### src/rtl/systolic_seq_ctrl_pkg.sv
// rtl/systolic_seq_ctrl_pkg.sv - shared state encoding and drain-length helper for the systolic sequencer
package systolic_seq_ctrl_pkg;

   typedef enum logic [1:0] {
      S_IDLE  = 2'd0,
      S_LOAD  = 2'd1,
      S_DRAIN = 2'd2,
      S_DONE  = 2'd3
   } seq_state_t;

   // Drain covers read latency, lane skew, array propagation and the product register.
   function automatic int drain_len(input int rows, input int columns);
      return rows + columns;
   endfunction

endpackage

### src/rtl/systolic_skew_lane.sv
// rtl/systolic_skew_lane.sv - DEPTH-stage delay line for one array lane; emits zero whenever the carried element is invalid
module systolic_skew_lane #(
   parameter int WIDTH = 8,
   parameter int DEPTH = 0
) (
   input  logic             clock,
   input  logic             reset,
   input  logic [WIDTH-1:0] lane_data,
   input  logic             lane_valid,
   output logic [WIDTH-1:0] skew_data
);

   if (DEPTH == 0) begin : g_pass
      logic unused_clk;
      assign unused_clk = clock ^ reset;
      assign skew_data  = lane_valid ? lane_data : '0;
   end else begin : g_shift
      logic [WIDTH-1:0] data_q [DEPTH];
      logic [DEPTH-1:0] valid_q;

      always_ff @(posedge clock or negedge reset) begin
         if (!reset) begin
            for (int s = 0; s < DEPTH; s++) begin
               data_q[s] <= '0;
            end
            valid_q <= '0;
         end else begin
            // Invalid data is zeroed on entry so stale RAM contents never travel down the line.
            data_q[0]  <= lane_valid ? lane_data : '0;
            valid_q[0] <= lane_valid;
            for (int s = 1; s < DEPTH; s++) begin
               data_q[s]  <= data_q[s-1];
               valid_q[s] <= valid_q[s-1];
            end
         end
      end

      assign skew_data = valid_q[DEPTH-1] ? data_q[DEPTH-1] : '0;
   end

endmodule

### src/rtl/systolic_seq_ctrl.sv
// rtl/systolic_seq_ctrl.sv - sequencer streaming skewed A/B operands into a ROWS x COLUMNS systolic array
module systolic_seq_ctrl
   import systolic_seq_ctrl_pkg::*;
#(
   parameter int ROWS    = 2,
   parameter int COLUMNS = 2,
   parameter int WIDTH   = 8,
   parameter int KW      = 8
) (
   input  logic                     clock,
   input  logic                     reset,
   input  logic                     start,
   input  logic [KW-1:0]            k_len,
   output logic                     busy,
   output logic                     done,
   output logic                     rd_en,
   output logic [KW-1:0]            rd_addr,
   input  logic [ROWS*WIDTH-1:0]    a_rdata,
   input  logic [COLUMNS*WIDTH-1:0] b_rdata,
   output logic [ROWS*WIDTH-1:0]    a_out,
   output logic [COLUMNS*WIDTH-1:0] b_out,
   output logic                     acc_clear,
   output logic                     acc_en
);

   localparam int             DRAIN_LEN  = drain_len(ROWS, COLUMNS);
   localparam int             DW         = $clog2(DRAIN_LEN) + 1;
   localparam logic [DW-1:0]  DRAIN_LAST = DW'(DRAIN_LEN - 1);

   seq_state_t               state;
   logic [KW-1:0]            k_last;
   logic [DW-1:0]            drain_cnt;
   logic                     data_valid;
   logic [ROWS*WIDTH-1:0]    a_skew;
   logic [COLUMNS*WIDTH-1:0] b_skew;

   always_ff @(posedge clock or negedge reset) begin
      if (!reset) begin
         state     <= S_IDLE;
         k_last    <= '0;
         drain_cnt <= '0;
         busy      <= 1'b0;
         done      <= 1'b0;
         rd_en     <= 1'b0;
         rd_addr   <= '0;
         acc_clear <= 1'b0;
         acc_en    <= 1'b0;
      end else begin
         acc_clear <= 1'b0;
         done      <= 1'b0;
         case (state)
            S_IDLE: begin
               if (start) begin
                  busy <= 1'b1;
                  if (k_len != '0) begin
                     state     <= S_LOAD;
                     k_last    <= k_len - KW'(1);
                     rd_en     <= 1'b1;
                     rd_addr   <= '0;
                     acc_clear <= 1'b1;
                  end else begin
                     state <= S_DONE;
                     done  <= 1'b1;
                  end
               end
            end
            S_LOAD: begin
               if (data_valid) begin
                  acc_en <= 1'b1;
               end
               // Comparing against K-1 keeps K = 2^KW-1 from wrapping the address.
               if (rd_addr == k_last) begin
                  state     <= S_DRAIN;
                  rd_en     <= 1'b0;
                  rd_addr   <= '0;
                  drain_cnt <= '0;
               end else begin
                  rd_addr <= rd_addr + KW'(1);
               end
            end
            S_DRAIN: begin
               if (data_valid) begin
                  acc_en <= 1'b1;
               end
               if (drain_cnt == DRAIN_LAST) begin
                  state  <= S_DONE;
                  done   <= 1'b1;
                  acc_en <= 1'b0;
               end else begin
                  drain_cnt <= drain_cnt + DW'(1);
               end
            end
            S_DONE: begin
               state  <= S_IDLE;
               busy   <= 1'b0;
               acc_en <= 1'b0;
            end
            default: begin
               state <= S_IDLE;
               busy  <= 1'b0;
            end
         endcase
      end
   end

   // RAM data lags rd_en by one cycle; this tag marks the cycles it is meaningful.
   always_ff @(posedge clock or negedge reset) begin
      if (!reset) begin
         data_valid <= 1'b0;
      end else begin
         data_valid <= rd_en;
      end
   end

   for (genvar i = 0; i < ROWS; i++) begin : g_a_lane
      systolic_skew_lane #(
         .WIDTH (WIDTH),
         .DEPTH (i)
      ) u_lane (
         .clock      (clock),
         .reset      (reset),
         .lane_data  (a_rdata[(i+1)*WIDTH-1 -: WIDTH]),
         .lane_valid (data_valid),
         .skew_data  (a_skew[(i+1)*WIDTH-1 -: WIDTH])
      );
   end

   for (genvar j = 0; j < COLUMNS; j++) begin : g_b_lane
      systolic_skew_lane #(
         .WIDTH (WIDTH),
         .DEPTH (j)
      ) u_lane (
         .clock      (clock),
         .reset      (reset),
         .lane_data  (b_rdata[(j+1)*WIDTH-1 -: WIDTH]),
         .lane_valid (data_valid),
         .skew_data  (b_skew[(j+1)*WIDTH-1 -: WIDTH])
      );
   end

   always_ff @(posedge clock or negedge reset) begin
      if (!reset) begin
         a_out <= '0;
         b_out <= '0;
      end else begin
         a_out <= a_skew;
         b_out <= b_skew;
      end
   end

endmodule

### config.mk
export PLATFORM = sky130hd
export DESIGN_NAME = systolic_seq_ctrl
export DESIGN_NICKNAME = d
export VERILOG_FILES = /design/src/rtl/systolic_seq_ctrl_pkg.sv /design/src/rtl/systolic_skew_lane.sv /design/src/rtl/systolic_seq_ctrl.sv
export SDC_FILE = /design/constraint.sdc
export NUM_CORES = 1
export LEC_CHECK = 0
export CAP_MARGIN = 0
export CORE_MARGIN = 5
export CORE_UTILIZATION = 45
export CTS_BUF_LIST = sky130_fd_sc_hd__clkbuf_8
export DETAILED_ROUTE_END_ITERATION = 8
export GPL_ROUTABILITY_DRIVEN = 1
export MAX_ROUTING_LAYER = met4
export PLACE_DENSITY = 0.8
export SYNTH_ARGS = -nofsm -noshare
export SYNTH_HDL_FRONTEND = slang
export SYNTH_SLANG_ARGS = --single-unit
### constraint.sdc
create_clock -name clock -period 5.2 [get_ports clock]
set_input_delay 1.04 -clock clock [delete_from_list [all_inputs] [get_ports clock]]
set_output_delay 1.04 -clock clock [all_outputs]
set_load 0.02 [all_outputs]
==> impl_metrics.toml <==
[worst_setup_path]
crit_arrival_ns = 3.14
r2r_end = "rd_addr[5]"
crit_end = "rd_addr[5]"
crit_chain = "clkdlybuf4s50_1 -> or4_4 -> o21ai_1 -> nand2b_4 -> o311ai_2"
critPathMaxStageDelay_ns = 0.61
crit_buf_inv = 1
criticalPathCategory = "primary input to register"
critPathLaunchType = "primary input"
setup.worst_path.start = "k_len[2]"
rrSetupSlack_ns = 2.96
worstPathRequired_ns = 5.41
r2r_cells = 6
critPathSlowestCell = "o21ai_1"
worst-path-max-fanout = 11
cp_top_family = "simple AND/OR/NAND/NOR gates"
path_depth = 5
worstReg2RegStart = "state[1]"
crit_path_end_kind = "register"

[cts]
cts_max_path_buffers = 2
holdBufCountCts = 0
h-tree-depth = 3
root_buffer = "clkbuf_8"
path_clk_slew_ns = 0.08
post_cts_buffers = 0
clock_latency_ns = 0.34
cts_num_sinks = 76
cts_made_buffers = 9
cts_tree = "built"
cts_resized = 0

[floorplan]
ioPinCount = 88
die_area_um2 = 8860
die_w_um = 94.1
die_h_um = 94.1
start_util_pct = 46.6
rows = 30
coreArea_um2 = 6830

[layout]
mostFrequentLayoutCell = "clkdlybuf4s50_1"
drive_gt1_share_pct = 7.44
fillers = 532
seqCellArea_um2 = 1900
layout_common_cells = "clkdlybuf4s50_1 (86), dfrtp_1 (76), and2_1 (48)"
syn_to_final_growth_pct = 37.4
final_nets = 411
multi_input_area_um2 = 1200
diodes = 0
final_core_util_pct = 64.0

[routing]
ant_nets = 0
drtIter0Drc = 88
drc = 0
dr.pass1.iters = 4
wl_per_cell_um = 14.2
vias = 2233
wl_um = 6540
viasPerCell = 4.86

[sta]
fin_skew_ns = 0.00909
relSlewSlack_pct = 38.3
rsz0062_at_grt = "no"
max_freq_ghz = 0.342
setup_viol = 0
setup-tns-final_ns = 0
fin_crit_ns = 2.93
hold_viol_final = 0
finalCritPeriodShare_pct = 56.3
worst_pin_slew_ns = 0.925
drv_slew = 0

[logic_synthesis]
postSynthCellCount = 267
synth_warnings = 0
synthFlopType = "dfrtp_1"
synth-edff-count = 0
synth_top_area_share_pct = 59.7
ys_seq_area_share_pct = 59.7
synth_nets = 320
synth_area_um2 = 3190
synth.distinct_cells = 42
synth_area_per_cell_um2 = 11.9
synth.largest_area_cell = "dfrtp_1"
synthTopCellsByArea = "dfrtp_1 (60%), and2_1 (9.4%), ha_1 (3.9%)"
async_reset_ff_share_pct = 100
yosys_register_bits = 76

[power]
p_seq_share_pct = 40.6
p_total_mw = 2.25
p_per_area_nw_per_um2 = 515
p_int_mw = 1.49
leakage_nw = 1.90
power.share.clock_pct = 23.6
pwr-share-comb_pct = 35.8
p_switching_mw = 0.761
peakVddDrop_mv = 0.241
swShare_pct = 33.8

[global_routing]
grt_pass1_wl_um = 10800
antenna_found_initial = 0
grt_max_degree = 77
grt_pass1_vias = 2307
grt_overflow = 0
grt_use_total_pct = 16.1

[status]
status = "completed"

[worst_hold_path]
worstHoldPathType = "register to register"

[placed_design]
dp_hpwl_um = 4690
gp_congestion = 0.859
io_buffers = 87

[job]
maxCapViolations = 0
## sequential cells by signal (all words and copies together) (netlist names), 2 cells and up
name and flops:
drain_cnt 3, a_out 16, rd_addr 8, k_last 8, g_b_lane.u_lane.g_shift.data_q 8, g_a_lane.u_lane.g_shift.data_q 8
b_out 16, state 2
## cell type report
| cell class | instances | area share [%] |
|---|---|---|
| clock buffer | 9 | 2.83 |
| clock inverter | 7 | 2.66 |
| inverter | 13 | 1.12 |
| multi-input combinational | 171 | 27.3 |
| sequential | 76 | 43.5 |
| tap | 96 | 2.75 |
| timing repair buffer | 87 | 19.8 |
## per-layer routing
metal	wire (um)	vias up	GRT usage [%]
li1	-	1087	-
met3	314	9	3.53
met5	0	-	-
met1	3060	1071	20.1
met4	110	0	6.86
met2	3050	66	25.5
## logic make-up after synthesis
| kind of cell | after synthesis | synth area share (%) |
|---|---|---|
| compound gates | 42 | 9.90 |
| xor+xnor | 14 | 3.85 |
| fa+ha+maj | 10 | 3.93 |
| buf+inv | 20 | 2.75 |
| flops | 76 | 59.7 |
| mux | 2 | 0.707 |
| simple gates | 103 | 19.2 |
## through the flow
step           setup WS [ns]  cells  hold slack [ns]  area (um2)
2_1_floorplan           2.91    267            0.431        3190
3_3_place_gp            1.97    443            0.436        4140
3_5_place_dp            1.90    443            0.435        4140
4_1_cts                 2.29    459            0.455        4380
5_1_grt                 2.15    459            0.459        4380
6_report                2.27    459            0.450        4380
## how the worst min path moves through the flow
stage                                               startpoint                            endpoint  slack, ns  cells after the start
after global routing                                     rd_en                          data_valid       0.46                      0
after detailed placement                                 rd_en                          data_valid       0.43                      0
after floorplan                                     data_valid  g_b_lane[1].u_lane.g_shift.valid_q       0.43                      0
final                                                    rd_en                          data_valid       0.45                      0
after CTS                                                rd_en                          data_valid       0.46                      0
after global placement    g_b_lane[1].u_lane.g_shift.data_q[0]                            b_out[8]       0.44                      1
## power groups by stage
stage                     clock network [mW]  logic, mW  registers, mW
final                                  0.531      0.806          0.915
after global routing                   0.569      0.881          0.947
after CTS                              0.544      0.816          0.918
after detailed placement                   0      0.814          0.929
after global placement                     0      0.789          0.921
after floorplan                            0      0.426          0.987
## cell usage after synthesis, types with 2 or more instances
master    instances
o311ai_2          3
nand2_1           9
nand2b_4          2
nand2b_1          3
and4_1            2
nor3_1            2
nor2_1           13
a21oi_1          14
and2_1           48
xnor2_1          13
and3_1            5
nor4_1            2
inv_1            13
mux2_2            2
nand3_1          10
clkbuf_1          4
a221o_1           3
ha_1             10
dfrtp_1          76
o22ai_1           2
o21ai_0           9
nand4_1           2
(Power assumes the default switching activity.)
